## src/rtl/bpf_buffer_scheduler_if.sv

```systemverilog
// Agent-side handshake bundle for the ping/pang/pung buffer scheduler.
interface bpf_buffer_scheduler_if #(
  parameter int unsigned CNT_WIDTH = 32
);
  // Completion pulses from the snooper, filter CPU and forwarder
  logic                 sn_done;
  logic                 cpu_acc;
  logic                 cpu_rej;
  logic                 fwd_done;
  // Buffer grants (00 none, 01 ping, 10 pang, 11 pung) and decision counters
  logic [1:0]           sn_sel;
  logic [1:0]           cpu_sel;
  logic [1:0]           fwd_sel;
  logic [CNT_WIDTH-1:0] acc_cnt;
  logic [CNT_WIDTH-1:0] rej_cnt;

  // Agent side: drives pulses, observes grants
  modport master (
    output sn_done, cpu_acc, cpu_rej, fwd_done,
    input  sn_sel, cpu_sel, fwd_sel, acc_cnt, rej_cnt
  );

  // Scheduler side
  modport slave (
    input  sn_done, cpu_acc, cpu_rej, fwd_done,
    output sn_sel, cpu_sel, fwd_sel, acc_cnt, rej_cnt
  );
endinterface

```

## src/rtl/bpf_buffer_scheduler.sv

```systemverilog
// Circulates three packet buffers snooper -> filter CPU -> forwarder -> snooper
// in strict order, grants them to agents and counts accept/reject decisions.
module bpf_buffer_scheduler #(
  parameter int unsigned CNT_WIDTH = 32
) (
  input  logic                    clk,
  input  logic                    rst_n,
  bpf_buffer_scheduler_if.slave   io_bus
);

  localparam int unsigned NBUF = 3;
  localparam int unsigned SELW = 2;
  localparam logic [SELW-1:0] SEL_NONE = 2'b00;
  localparam logic [SELW-1:0] SEL_PING = 2'b01;
  localparam logic [SELW-1:0] SEL_PUNG = 2'b11;

  typedef enum logic [2:0] {
    ST_EMPTY      = 3'd0,
    ST_FILLING    = 3'd1,
    ST_READY_CPU  = 3'd2,
    ST_FILTERING  = 3'd3,
    ST_READY_FWD  = 3'd4,
    ST_FORWARDING = 3'd5,
    ST_SKIP       = 3'd6
  } buf_state_e;

  buf_state_e           r_state     [NBUF];
  buf_state_e           w_state_nxt [NBUF];
  logic [SELW-1:0]      r_sn_ptr, r_cpu_ptr, r_fwd_ptr;
  logic [SELW-1:0]      w_sn_ptr_nxt, w_cpu_ptr_nxt, w_fwd_ptr_nxt;
  logic [CNT_WIDTH-1:0] r_acc_cnt, r_rej_cnt;
  logic [CNT_WIDTH-1:0] w_acc_cnt_nxt, w_rej_cnt_nxt;
  logic [SELW-1:0]      w_sn_idx, w_cpu_idx, w_fwd_idx;
  buf_state_e           w_sn_cur, w_cpu_cur, w_fwd_cur;

  // Pointers hold 01/10/11 only; map to array index 0..2
  function automatic logic [SELW-1:0] f_idx(input logic [SELW-1:0] ptr);
    return ptr - SELW'(1);
  endfunction

  // Round-robin advance 01 -> 10 -> 11 -> 01
  function automatic logic [SELW-1:0] f_adv(input logic [SELW-1:0] ptr);
    return (ptr == SEL_PUNG) ? SEL_PING : ptr + SELW'(1);
  endfunction

  assign w_sn_idx  = f_idx(r_sn_ptr);
  assign w_cpu_idx = f_idx(r_cpu_ptr);
  assign w_fwd_idx = f_idx(r_fwd_ptr);
  assign w_sn_cur  = r_state[w_sn_idx];
  assign w_cpu_cur = r_state[w_cpu_idx];
  assign w_fwd_cur = r_state[w_fwd_idx];

  // State register: buffer states, agent pointers and counters
  always_ff @(posedge clk or negedge rst_n) begin
    if (!rst_n) begin
      for (int i = 0; i < NBUF; i++) r_state[i] <= ST_EMPTY;
      r_sn_ptr  <= SEL_PING;
      r_cpu_ptr <= SEL_PING;
      r_fwd_ptr <= SEL_PING;
      r_acc_cnt <= '0;
      r_rej_cnt <= '0;
    end else begin
      for (int i = 0; i < NBUF; i++) r_state[i] <= w_state_nxt[i];
      r_sn_ptr  <= w_sn_ptr_nxt;
      r_cpu_ptr <= w_cpu_ptr_nxt;
      r_fwd_ptr <= w_fwd_ptr_nxt;
      r_acc_cnt <= w_acc_cnt_nxt;
      r_rej_cnt <= w_rej_cnt_nxt;
    end
  end

  // Next state: each agent acts only on the buffer its pointer names, and
  // the stages each agent reacts to are disjoint, so no buffer sees two writes
  always_comb begin
    for (int i = 0; i < NBUF; i++) w_state_nxt[i] = r_state[i];
    w_sn_ptr_nxt  = r_sn_ptr;
    w_cpu_ptr_nxt = r_cpu_ptr;
    w_fwd_ptr_nxt = r_fwd_ptr;
    w_acc_cnt_nxt = r_acc_cnt;
    w_rej_cnt_nxt = r_rej_cnt;

    // Snooper: claim an empty buffer, release it on sn_done
    if (w_sn_cur == ST_EMPTY) begin
      w_state_nxt[w_sn_idx] = ST_FILLING;
    end else if (w_sn_cur == ST_FILLING && io_bus.sn_done) begin
      w_state_nxt[w_sn_idx] = ST_READY_CPU;
      w_sn_ptr_nxt          = f_adv(r_sn_ptr);
    end

    // Filter CPU: reject wins over a simultaneous accept
    if (w_cpu_cur == ST_READY_CPU) begin
      w_state_nxt[w_cpu_idx] = ST_FILTERING;
    end else if (w_cpu_cur == ST_FILTERING && io_bus.cpu_rej) begin
      w_state_nxt[w_cpu_idx] = ST_SKIP;
      w_rej_cnt_nxt          = r_rej_cnt + CNT_WIDTH'(1);
      w_cpu_ptr_nxt          = f_adv(r_cpu_ptr);
    end else if (w_cpu_cur == ST_FILTERING && io_bus.cpu_acc) begin
      w_state_nxt[w_cpu_idx] = ST_READY_FWD;
      w_acc_cnt_nxt          = r_acc_cnt + CNT_WIDTH'(1);
      w_cpu_ptr_nxt          = f_adv(r_cpu_ptr);
    end

    // Forwarder: rejected buffers are recycled without ever being granted
    if (w_fwd_cur == ST_READY_FWD) begin
      w_state_nxt[w_fwd_idx] = ST_FORWARDING;
    end else if (w_fwd_cur == ST_SKIP) begin
      w_state_nxt[w_fwd_idx] = ST_EMPTY;
      w_fwd_ptr_nxt          = f_adv(r_fwd_ptr);
    end else if (w_fwd_cur == ST_FORWARDING && io_bus.fwd_done) begin
      w_state_nxt[w_fwd_idx] = ST_EMPTY;
      w_fwd_ptr_nxt          = f_adv(r_fwd_ptr);
    end
  end

  // Outputs: grants decoded from registered state, so reset clears them at once
  always_comb begin
    io_bus.sn_sel  = SEL_NONE;
    io_bus.cpu_sel = SEL_NONE;
    io_bus.fwd_sel = SEL_NONE;
    if (w_sn_cur  == ST_FILLING)    io_bus.sn_sel  = r_sn_ptr;
    if (w_cpu_cur == ST_FILTERING)  io_bus.cpu_sel = r_cpu_ptr;
    if (w_fwd_cur == ST_FORWARDING) io_bus.fwd_sel = r_fwd_ptr;
  end

  assign io_bus.acc_cnt = r_acc_cnt;
  assign io_bus.rej_cnt = r_rej_cnt;

endmodule

```

## src/flat_wrapper.sv

```systemverilog
// flat-port wrapper written by rule: the top's interface ports become plain ports
module bpf_buffer_scheduler_flat 
#(
  parameter int unsigned CNT_WIDTH = 32
)
  (clk, rst_n, io_bus_sn_done, io_bus_cpu_acc, io_bus_cpu_rej, io_bus_fwd_done, io_bus_sn_sel, io_bus_cpu_sel, io_bus_fwd_sel, io_bus_acc_cnt, io_bus_rej_cnt);
  bpf_buffer_scheduler_if #(.CNT_WIDTH(CNT_WIDTH)) io_bus_i ();
  input  logic clk;
  input  logic rst_n;
  input wire logic [$bits(io_bus_i.sn_done)-1:0] io_bus_sn_done;
  input wire logic [$bits(io_bus_i.cpu_acc)-1:0] io_bus_cpu_acc;
  input wire logic [$bits(io_bus_i.cpu_rej)-1:0] io_bus_cpu_rej;
  input wire logic [$bits(io_bus_i.fwd_done)-1:0] io_bus_fwd_done;
  output wire logic [$bits(io_bus_i.sn_sel)-1:0] io_bus_sn_sel;
  output wire logic [$bits(io_bus_i.cpu_sel)-1:0] io_bus_cpu_sel;
  output wire logic [$bits(io_bus_i.fwd_sel)-1:0] io_bus_fwd_sel;
  output wire logic [$bits(io_bus_i.acc_cnt)-1:0] io_bus_acc_cnt;
  output wire logic [$bits(io_bus_i.rej_cnt)-1:0] io_bus_rej_cnt;
  assign io_bus_i.sn_done = io_bus_sn_done;
  assign io_bus_i.cpu_acc = io_bus_cpu_acc;
  assign io_bus_i.cpu_rej = io_bus_cpu_rej;
  assign io_bus_i.fwd_done = io_bus_fwd_done;
  assign io_bus_sn_sel = io_bus_i.sn_sel;
  assign io_bus_cpu_sel = io_bus_i.cpu_sel;
  assign io_bus_fwd_sel = io_bus_i.fwd_sel;
  assign io_bus_acc_cnt = io_bus_i.acc_cnt;
  assign io_bus_rej_cnt = io_bus_i.rej_cnt;
  bpf_buffer_scheduler #(.CNT_WIDTH(CNT_WIDTH)) u_core (.clk(clk), .rst_n(rst_n), .io_bus(io_bus_i));
endmodule
```

## config.mk

```make
export PLATFORM = sky130hd
export DESIGN_NAME = bpf_buffer_scheduler_flat
export DESIGN_NICKNAME = d
export VERILOG_FILES = /design/src/rtl/bpf_buffer_scheduler_if.sv /design/src/rtl/bpf_buffer_scheduler.sv /design/src/flat_wrapper.sv
export SDC_FILE = /design/constraint.sdc
export NUM_CORES = 1
export LEC_CHECK = 0
export BUFFER_PORTS_ARGS = -buffer_cell sky130_fd_sc_hd__buf_2
export CAP_MARGIN = 20
export CORE_MARGIN = 2
export CORE_UTILIZATION = 34
export CTS_CLUSTER_DIAMETER = 150
export CTS_CLUSTER_SIZE = 24
export DETAILED_ROUTE_END_ITERATION = 8
export PLACE_DENSITY_LB_ADDON = 0.1
export SLEW_MARGIN = 5
export SYNTH_ARGS = -nofsm -noshare
export SYNTH_HDL_FRONTEND = slang
export SYNTH_SLANG_ARGS = --single-unit
export TNS_END_PERCENT = 20
```

## constraint.sdc

```tcl
create_clock -name clk -period 5.1 [get_ports clk]
set_input_delay 0.255 -clock clk [delete_from_list [all_inputs] [get_ports clk]]
set_output_delay 0.255 -clock clk [all_outputs]
set_load 0.005 [all_outputs]
```

==> results.txt <==
----------------------------------------------------
[Timing]
  Maximum clock skew at final layout ... 0.00850 ns
  Fmax achieved ... 318 MHz
  Slew Viols, Final ... 0
  Final worst-path cycle share ... 0.617
  Total setup violations reported at the end of the flow ... 0
  Max-Slew Margin vs Limit ... 0.402
  Unrepaired setup endpoints after global routing ... no
  Number of failing hold endpoints at the final stage ... 0
  Setup TNS ... 0 ns
  Slew at the pin with the worst max-slew slack ... 0.897 ns
  Minimum period implied by the final worst setup slack ... 3.15 ns

[Yosys]
  Summed instance area of the synthesized netlist ... 4270 µm²
  Number of standard cells after synthesis ... 400
  Synth unique cells ... 50
  Sequential element share of the synthesized area ... 0.464
  Synth warn ... 0
  Mapped Avg Cell Area ... 10.7 µm²
  Number of synthesized register bits ... 79
  Syn nets ... 420

[Clocking]
  Clock buffer count from CTS ... 9
  Resized Gates After CTS ... 0
  Clock edge transition at the registers on the reported setup and hold paths ... 0.05 ns
  Worst-Skew Late Latency ... 0.33 ns
  Clock tree from TritonCTS ... done
  Clock sinks ... 79
  Setup repair bufs after CTS ... 0
  Maximum buffer depth of the clock tree ... 2
  H-tree depth reported by CTS ... 3
  Cell chosen for the clock root ... clkbuf_16

[Placed design]
  Placer congestion estimate ... 0.810
  Placed wire-length estimate after detailed placement ... 7.28 mm
  Port Buf Inserts ... 75

[Detailed routing]
  Post-DRT Antenna Nets ... 0
  DRC violations left ... 0
  First-iteration detailed-routing DRC count ... 153
  Total vias in the final route ... 3306
  First-pass iteration count of the detailed router ... 4
  Routed wire length per instance ... 15.6 µm
  Wire length after detailed routing ... 10.2 mm
  Ratio of routed vias to standard cells ... 5.08

[Final layout]
  Fraction of layout instances using a drive strength above 1 ... 0.234
  Area growth syn-to-layout ... 20.9%
  Diode count ... 0
  Final net count ... 499

[Power and ir drop]
  Static leakage ... 2.39 nW
  Power density cells ... 262 nW/µm²
  Maximum VDD drop ... 0.0982 mV
  Pwr Total ... 1.35 mW

[Setup path]
  CP Data Required Time ... 4.85 ns
  Largest fanout of any net on the critical path ... 11
  Kind of start point of the critical path ... register
  Critical path type ... reg -> out
  Worst EP arrival ... 2.89 ns
  Endpoint type of the worst setup path ... output pin

[GRT]
  Largest net degree at the start of global routing ... 80
  Residual overflow from global routing ... 0
  Number of global-route vias before repair ... 3253
  Antenna violations before repair ... 0
  Gr usage total ... 0.164
  Wire length of the first global-routing pass ... 17.0 mm

[Run]
  Max-cap violations ... 0

[Floorplanning]
  Core Region ... 12100 µm²
  Number of rows in the core area ... 40
  Die ar. ... 13500 µm²
  Starting density of the core ... 0.352
  Die W ... 116 µm
  Number of top-level design ports ... 76
  Y dimension of the die ... 116 µm

[Worst hold path]
  Class of the worst hold path ... in -> reg

[Run status]
  Run status ... finished clean

----------------------------------------------------
## routing by layer
metal	routed length, µm	vias up	GRT usage	part of all wire
met5	0	-	0	0
met4	189	0	0.0714	0.019
met3	403	14	0.0371	0.040
met2	4580	56	0.245	0.45
met1	4990	1609	0.229	0.49
li1	-	1627	-	-
## worst max-delay path: stages (launching register included)
cell and delay, ns:
dfstp_2 0.65, inv_1 0.08, ha_1 0.42, mux2_4 0.34, a22oi_2 0.70, nor3_1 0.18
buf_2 0.18
## report_power, final
group	total [mW]	internal [mW]	switching, mW	leakage, nW
Clock	0.680	0.437	0.242	0.155
Combinational	0.0354	0.0109	0.0245	1.19
Sequential	0.634	0.630	0.00374	1.04
Total	1.35	1.08	0.271	2.39
## cell usage after synthesis (all sizes together)
cell	n	share of area
dfrtp	76	0.45
xnor2	51	0.10
nand3	34	0.040
nand4	29	0.043
nand2	25	0.022
nor2	22	0.019
nor3	17	0.030
and3	15	0.023
ha	14	0.041
inv	13	0.011
xor2	11	0.023
a22oi	10	0.019
and4	8	0.016
buf	7	0.0094
o21ai	7	0.0082
mux2i	6	0.014
a21oi	4	0.0047
and2	4	0.0059
nor4	4	0.013
o211ai	4	0.0070
o21bai	4	0.0070
a2111oi	3	0.011
dfstp	3	0.018
mux2	3	0.0088
o32a	3	0.0070
clkbuf	2	0.0018
nor3b	2	0.0035
nor4b	2	0.0076
o2bb2ai	2	0.0041
o32ai	2	0.0041
or3	2	0.0029
a221o	1	0.0023
a221oi	1	0.0021
a22o	1	0.0023
a2bb2oi	1	0.0021
and4b	1	0.0026
and4bb	1	0.0038
nand2b	1	0.0015
nand3b	1	0.0018
nand4b	1	0.0021
o21a	1	0.0018
o31ai	1	0.0018
## what timing repair did
action | in CTS | in global routing
endpoints found under the hold margin | 0 | 24
endpoints found under the setup margin | 0 | 0
hold buffers | 0 | 1
## path summary, 6_finish.rpt
| kind | to | slack [ns] | from | cells after the start |
|---|---|---|---|---|
| max | io_bus_cpu_sel[1] | 1.95 | u_core.r_cpu_ptr[0] | 6 |
| min | u_core.r_sn_ptr[0] | 0.28 | io_bus_sn_done | 3 |
| max reg2reg | u_core.io_bus.acc_cnt[9] | 2.21 | u_core.r_cpu_ptr[0] | 7 |
| min reg2reg | u_core.io_bus.rej_cnt[31] | 0.46 | u_core.io_bus.rej_cnt[31] | 1 |
| max in group asynchronous | u_core.r_fwd_ptr[0] | 4.07 | rst_n | 3 |
| min in group asynchronous | u_core.io_bus.rej_cnt[18] | 0.38 | rst_n | 2 |
## stage by stage
step                      cell area, µm²  setup WS [ns]  instances  hold slack (ns)  utilization
after floorplan                     4270           2.60        400          -0.0406            -
after global placement              4810           2.25        634            0.451        0.397
after detailed placement            4810           2.20        634            0.452        0.397
after CTS                           5120           1.92        649            0.138        0.423
after global routing                5160           1.75        651            0.271        0.426
final                               5160           1.95        651            0.277        0.426
## cells by family after synthesis
kind of cell             count (synthesis)  share of synthesized area
AND/OR/NAND/NOR                        169                      0.238
flip-flops                              79                      0.464
XOR/XNOR                                62                      0.127
AO/OA/AOI/OAI                           45                     0.0839
buffers and inverters                   22                     0.0226
adder cells (fa/ha/maj)                 14                     0.0411
multiplexers                             9                     0.0229
## cells in the final DEF (no fill, tap or decap), types with 3 or more instances in the layout
master,count
clkbuf_16,9
nand3_1,34
dfstp_2,3
mux2i_1,6
inv_1,13
and3_2,3
and2_1,4
and4_1,8
a2111oi_2,3
o211ai_1,4
o21bai_1,4
nor2_1,22
xnor2_1,51
dfrtp_1,76
and3_1,12
nand2_1,25
xor2_1,11
o32a_1,3
a21oi_1,4
o21ai_0,7
nor3_4,4
a22oi_1,9
nor3_1,13
buf_2,74
ha_1,14
nand4_1,29
## registers in the layout (all words and copies together) (netlist names)
register	flops
u_core.io_bus.acc_cnt	32
u_core.io_bus.rej_cnt	32
u_core.r_state	9
u_core.r_cpu_ptr	2
u_core.r_fwd_ptr	2
u_core.r_sn_ptr	2
## area by class of cell
cell class,instances,area (µm²)
inverter,13,48.8
clock inverter,4,70.1
fill,1186,6950
timing repair buffer,77,415
clock buffer,11,243
multi-input combinational,299,2190
sequential,79,1980
tap,168,210
Note: power is estimated with default switching activity, not from simulation.
